`src/rtl/pipe_ctrl_pkg.sv`:
```
// Shared types and encodings for the pipeline stall/flush controller.
package pipe_ctrl_pkg;

  typedef enum logic [2:0] {
    S_RUN,
    S_DRAIN,
    S_PUSH_HI,
    S_PUSH_LO,
    S_JUMP
  } pipe_state_e;

  localparam logic [1:0] PC_INC = 2'b00;
  localparam logic [1:0] PC_BR  = 2'b01;
  localparam logic [1:0] PC_VEC = 2'b10;
  localparam logic [1:0] PC_RST = 2'b11;

  localparam logic PUSH_PC_HI = 1'b0;
  localparam logic PUSH_PC_LO = 1'b1;

endpackage

```
`src/rtl/pipe_ctrl_int_edge_latch.sv`:
```
// Interrupt rising-edge detector with a single pending flag; further edges
// merge into the outstanding request until it is cleared.
module int_edge_latch (
  input  logic clk,
  input  logic rst,
  input  logic int_req,
  input  logic clr,
  output logic pending
);

  logic int_q;
  logic rise;

  assign rise = int_req & ~int_q;

  always_ff @(posedge clk or posedge rst) begin
    if (rst) begin
      int_q   <= 1'b0;
      pending <= 1'b0;
    end else begin
      int_q <= int_req;
      // clear wins so an edge during vector entry is absorbed by this request
      if (clr)
        pending <= 1'b0;
      else if (rise)
        pending <= 1'b1;
    end
  end

endmodule

```
`src/rtl/pipe_ctrl.sv`:
```
// Pipeline stall/flush controller: enacts load-use stalls, taken-branch
// redirects and the interrupt drain/push/vector sequence.
module pipe_ctrl
  import pipe_ctrl_pkg::*;
#(
  parameter int DRAIN_CYCLES = 3,
  parameter int CNT_W        = 2
) (
  input  logic        clk,
  input  logic        rst,
  input  logic        load_use_stall,
  input  logic        branch_taken,
  input  logic        int_req,
  output logic        pc_en,
  output logic [1:0]  pc_sel,
  output logic        if_id_en,
  output logic        if_id_flush,
  output logic        id_ex_flush,
  output logic        mem_push,
  output logic        push_sel,
  output logic        int_ack,
  output pipe_state_e state_dbg
);

  localparam logic [CNT_W-1:0] DRAIN_LOAD = CNT_W'(DRAIN_CYCLES - 1);

  pipe_state_e      state, state_next;
  logic [CNT_W-1:0] cnt, cnt_next;
  logic             pending;
  logic             pend_clr;

  int_edge_latch u_int_edge_latch (
    .clk     (clk),
    .rst     (rst),
    .int_req (int_req),
    .clr     (pend_clr),
    .pending (pending)
  );

  assign state_dbg = state;

  always_ff @(posedge clk or posedge rst) begin
    if (rst) begin
      state <= S_RUN;
      cnt   <= '0;
    end else begin
      state <= state_next;
      cnt   <= cnt_next;
    end
  end

  always_comb begin
    state_next  = state;
    cnt_next    = cnt;
    pend_clr    = 1'b0;
    pc_en       = 1'b1;
    pc_sel      = PC_INC;
    if_id_en    = 1'b1;
    if_id_flush = 1'b0;
    id_ex_flush = 1'b0;
    mem_push    = 1'b0;
    push_sel    = PUSH_PC_HI;
    int_ack     = 1'b0;

    if (rst) begin
      // outputs held at the reset-vector fetch with the pipe flushed
      pc_sel      = PC_RST;
      if_id_en    = 1'b0;
      if_id_flush = 1'b1;
      id_ex_flush = 1'b1;
    end else begin
      unique case (state)
        S_RUN: begin
          if (branch_taken) begin
            pc_sel      = PC_BR;
            if_id_flush = 1'b1;
            id_ex_flush = 1'b1;
          end else if (load_use_stall) begin
            pc_en       = 1'b0;
            if_id_en    = 1'b0;
            id_ex_flush = 1'b1;
          end else if (pending) begin
            pc_en       = 1'b0;
            if_id_flush = 1'b1;
            cnt_next    = DRAIN_LOAD;
            state_next  = S_DRAIN;
          end
        end

        S_DRAIN: begin
          pc_en       = 1'b0;
          if_id_flush = 1'b1;
          // an older branch still in execute must redirect so the pushed PC is right
          if (branch_taken) begin
            pc_en       = 1'b1;
            pc_sel      = PC_BR;
            id_ex_flush = 1'b1;
          end
          if (cnt == '0)
            state_next = S_PUSH_HI;
          else
            cnt_next = cnt - 1'b1;
        end

        S_PUSH_HI: begin
          pc_en       = 1'b0;
          if_id_flush = 1'b1;
          mem_push    = 1'b1;
          push_sel    = PUSH_PC_HI;
          state_next  = S_PUSH_LO;
        end

        S_PUSH_LO: begin
          pc_en       = 1'b0;
          if_id_flush = 1'b1;
          mem_push    = 1'b1;
          push_sel    = PUSH_PC_LO;
          state_next  = S_JUMP;
        end

        S_JUMP: begin
          pc_sel      = PC_VEC;
          if_id_flush = 1'b1;
          int_ack     = 1'b1;
          pend_clr    = 1'b1;
          state_next  = S_RUN;
        end

        default: state_next = S_RUN;
      endcase
    end
  end

endmodule

```
`config.mk`:
```
export PLATFORM = sky130hd
export DESIGN_NAME = pipe_ctrl
export DESIGN_NICKNAME = d
export VERILOG_FILES = /design/src/rtl/pipe_ctrl_pkg.sv /design/src/rtl/pipe_ctrl_int_edge_latch.sv /design/src/rtl/pipe_ctrl.sv
export SDC_FILE = /design/constraint.sdc
export NUM_CORES = 1
export LEC_CHECK = 0
export ABC_AREA = 1
export ABC_CLOCK_PERIOD_IN_PS = 1000
export BUFFER_PORTS_ARGS = -buffer_cell sky130_fd_sc_hd__buf_4
export CAP_MARGIN = 30
export CORE_MARGIN = 2
export CORE_UTILIZATION = 35
export DETAILED_ROUTE_END_ITERATION = 10
export GPL_ROUTABILITY_DRIVEN = 0
export PLACE_DENSITY = 0.7
export SLEW_MARGIN = 10
export SYNTH_ARGS = -nofsm -noshare
export SYNTH_HDL_FRONTEND = slang
export SYNTH_SLANG_ARGS = --single-unit
```
`constraint.sdc`:
```
create_clock -name clk -period 1 [get_ports clk]
set_clock_uncertainty 0.05 [all_clocks]
set_input_delay 0.2 -clock clk [delete_from_list [all_inputs] [get_ports clk]]
set_output_delay 0.2 -clock clk [all_outputs]
set_load 0.01 [all_outputs]
```
* Word level (Yosys, flattened, before mapping) *
Cells that the tools add are included.

cells by class
  add/subtract/negate cells = 1
  equal/unequal tests = 9
  mux-type cells = 40
  bitwise operators = 3
  reductions and logical operators = 9

operators by type and width
  cell                                                   number
  2-to-1 mux 1 bit                                       25
  2-to-1 mux 3 bit                                       4
  one-hot mux 3 bit (4 select lines)                     1
  2-to-1 mux 2 bit                                       5
  inequality test 2 bit, second input constant           4
  one-hot mux 2 bit (2 select lines)                     2
  equality test 3 x 2 -> 1 bit, second input constant    2
  AND reduction 6 bit                                    1
  AND reduction 5 bit                                    1
  one-hot mux 1 bit (2 select lines)                     2
  nonzero test 2 bit                                     2
  OR reduction 2 bit                                     2
  OR reduction 4 bit                                     1
  equality test 3 x 1 -> 1 bit, second input constant    1
  equality test 3 bit, second input constant             1
  logical NOT 3 bit                                      1
  one-hot mux 1 bit (3 select lines)                     1
  logical NOT 2 bit                                      1
  inequality test 2 x 1 -> 1 bit, second input constant  1
  inverter 1 bit                                         2
  subtractor 2 x 1 -> 2 bit, second input constant       1
  AND 1 bit                                              1

word-level totals
  bits in registers = 7
  output and inout bits = 12
  logic and storage cells = 66

* Logic depth before layout (Yosys ltp) *
  depth in word-level cells = 5
  depth in mapped cells = 9
  gate-level depth less buffers = 9

* Hierarchy *
Synthesis repeated with hierarchy kept, for this count alone.

unflattened totals
  cells, all modules = 71
  area, all modules = 508.0 µm²

by module, submodules not included
  module          instances  cells an instance  area an instance (µm²)  sequential area each (µm²)
  pipe_ctrl       1          64                 434.2                   125.1
  int_edge_latch  1          7                  73.8                    50.0

* Least setup slack after synthesis *
OpenSTA, ideal clock, no wires.

  path type = register to output
  from = register state[1], in the netlist state_dbg[1]
  to = output port id_ex_flush
  arrival time = 0.976 ns
  data required time = 0.750 ns
  slack = -0.226 ns
  stages on the path, launching flop included = 6
  path buffers = 0
  path through = dfrtp_1 -> nor2_4 -> inv_1 -> nor2_1 -> nand2_1 -> nand3_1

on the way
  longest elaborated chain between the ends = 3

RTL lines
  item                                                               line             RTL
  start, declared                                                    pipe_ctrl.sv:27  pipe_state_e state, state_next;
  start signal, assigned                                             pipe_ctrl.sv:47  state <= state_next;
  equality test 3 x 1 -> 1 bit or logical NOT 3 bit (tied branches)  pipe_ctrl.sv:72  unique case (state)
  one-hot mux 1 bit (2 select lines) *                               pipe_ctrl.sv:72
  2-to-1 mux 1 bit *                                                 pipe_ctrl.sv:65  if (rst) begin
  end, declared                                                      pipe_ctrl.sv:18  output logic id_ex_flush,

Every way passes the cells marked *; elsewhere a longest branch is shown, timed or not.

* Worst setup path after layout *
  from = register state[2], in the netlist state_dbg[2]
  to = output port if_id_en

on the way
  longest elaborated chain between the ends = 3

RTL lines
  item               line             RTL
  logical NOT 3 bit  pipe_ctrl.sv:72
  2-to-1 mux 1 bit   pipe_ctrl.sv:72
  2-to-1 mux 1 bit   pipe_ctrl.sv:65
  end, declared      pipe_ctrl.sv:16  output logic if_id_en,

Every way passes these cells.

==> results.yml <==
final_layout:
  drive_gt1_frac: 0.590
  layout.nets: 129
  finish.utilization: 0.708
  final_cells: 137
  area_growth_pct: 85.8
  num_antenna_cells: 0
timing:
  fin_crit_sh: 1.51
  hold_violations: 0
  fmax_mhz: 661
  setup_viol: 18
  postLayoutSetupSlackWorst_ns: -0.514
  rsz0062_at_grt: "yes"
  period_needed_ns: 1.51
  maxSlewViolCount: 0
  worstMarginPinSlew_ns: 0.303
  worst_hold_slack_ns: 0.00943
  slew_headroom: 0.798
critical_path:
  cp_slowest_cell: "dfrtp_2"
  crit_path_frequent_cell: "nor2_4"
  worst_path_largest_cell_delay_ns: 0.44
  r2r_setup_slack_ns: -0.39
  critPathCaptureType: "output pin"
  timing.rr.start: "state_dbg[2]$_DFFE_PP0P_"
  cp-startpoint: "state_dbg[2]$_DFFE_PP0P_"
  start_kind: "register"
  worst-endpoint-arrival_ns: 1.26
  cp_cell_sequence: "nor2_4 -> inv_4 -> nor2_4 -> a31oi_1 -> buf_4"
  r2r_cells: 9
  cp_max_fo: 4
  worst-setup-path-type: "reg -> out"
  required_ns: 0.75
  rr_endpoint: "state_dbg[0]$_DFFE_PP0P_"
die:
  io_pins: 17
  initial_utilization: 0.381
  die_w_um: 41.9
  row_count: 13
  core_um2: 1320
  die_area_um2: 1750
  die_h_um: 41.9
power_and_ir_drop:
  p_leak_uw: 0.000518
  p_total_uw: 2710
  ir_drop_mv: 1.57
  p_per_area_nw_per_um2: 2910
place:
  place_ws_ns: -0.280
  port_buffers: 16
  dp_cells: 125
  dp_hpwl_um: 1000
routing:
  vias: 654
  ant_nets: 0
  vias_per_cell: 4.77
  drcViolationCount: 0
  drt_iter0_drc: 22
  wl_per_cell_um: 11.3
  totalWireLength_um: 1550
  dr.pass1.iters: 4
global_route:
  grt_max_degree: 9
  grt_overflow: 0
  grt_util_all_layers: 0.189
  grt_first_pass_wirelength_um: 2520
  antenna_found_initial: 0
  grt_pass1_vias: 578
logic_synthesis:
  synthMuxAreaShare: 0
  synth_seq_area_share: 0.349
  synth-xor-area-share: 0
  synth_compound_area_frac: 0.0998
  synth_nets: 85
  synth_fa_ha_area_frac: 0.0249
  syn_avg_cell_area_um2: 6.35
  ys_ff_latch: 7
  ys_warn_count: 0
  synth.cell_area_um2: 502
  synthDistinctLibCells: 17
  yosys.area_share.simple: 0.389
  synth_top_family_by_area: "simple AND/OR/NAND/NOR gates"
  synth_cells: 79
clock_tree:
  cts_hold_buf: 0
  path_clk_slew_ns: 0.05
  numCtsBuffers: 3
  cts.htree.levels: 1
  tritoncts: "yes"
  clock_latency_ns: 0.25
  cts_root_buf: "clkbuf_4"
  clk_path_buf_depth: 2
  clock-sinks: 7
min_path:
  whs_path_depth: 1
  min_delay_worst_endpoint: "u_int_edge_latch.int_q$_DFF_PP0_"
  hold_start: "int_req"
  hold_path_class: "in -> reg"
job:
  drv_cap: 0
run_status:
  status: "finished with violations"
  violations: "setup timing"
[metal layers]
layer / global-route usage / vias up / share of wire
li1: - / 331 / -
met5: 0 / - / 0
met4: 0.0774 / 0 / 0.0090
met2: 0.319 / 24 / 0.52
met1: 0.249 / 297 / 0.43
met3: 0.0130 / 2 / 0.046
[critical path: cells and delay by family (launching register included)]
kind	cells	cell delay, ns
flip-flops	1	0.44
AND/OR/NAND/NOR	2	0.25
buffers and inverters	2	0.22
AO/OA/AOI/OAI	1	0.09
[how the worst max path moves through the flow]
stage / cells past startpoint / end / slack, ns
floorplan: 5 / id_ex_flush / -0.19
global placement: 6 / id_ex_flush / -0.25
detailed placement: 6 / id_ex_flush / -0.28
CTS: 5 / push_sel / -0.49
global route: 5 / if_id_en / -0.58
finish: 5 / if_id_en / -0.51
[registers in the layout, summed over array words and instances (netlist names)]
signal	count
state_dbg	3
cnt	2
u_int_edge_latch.int_q	1
u_int_edge_latch.pending	1
[layout by cell type (no fill, tap or decap), types with 4 or more instances in the layout]
cell,instances
buf_6,8
nand2_1,17
nand3_1,4
nand2_2,8
inv_1,11
dfrtp_1,4
inv_2,5
o21ai_1,4
buf_4,32
nor2_2,4
[cells by family after synthesis]
| kind of cell | Yosys count |
|---|---|
| compound gates | 9 |
| fa+ha+maj | 1 |
| buf+inv | 18 |
| simple gates | 44 |
| flops | 7 |
[metrics by stage]
step,TNS [ns],instance area (µm²)
finish,-6.95,932
global route,-8.12,932
CTS,-6.57,885
detailed placement,-2.93,778
global placement,-2.83,778
floorplan,-1.67,531
[where the power goes]
part / leakage, µW / switching [µW] / internal [µW]
Sequential: 0.0000804 / 138 / 407
Clock: 0.0000150 / 101 / 152
Combinational: 0.000422 / 942 / 967
[cell type report]
cell class                 count  area, µm²
multi-input combinational     54        312
sequential                     7        179
timing repair buffer          40        330
inverter                      17       66.3
clock buffer                   4       26.3
fill                          97        385
tap                           15       18.8
[Yosys cell counts, drive strengths merged]
library cell,instances,share of area
ha,1,0.025
a31oi,1,0.012
nand3,7,0.070
nor3,1,0.010
buf,1,0.010
o21ai,8,0.087
dfrtp,7,0.35
nand2,25,0.20
inv,17,0.13
nand4,1,0.012
nor2,10,0.095
[repair_timing]
item | 4_1_cts | 5_1_grt
buffers inserted | 6 | 3
setup endpoints to repair | 18 | 18
pin swaps | 4 | 3
gates cloned | 0 | 0
resized for setup | 13 | 11
endpoints found under the hold margin | 0 | 0
(Power assumes the default switching activity.)
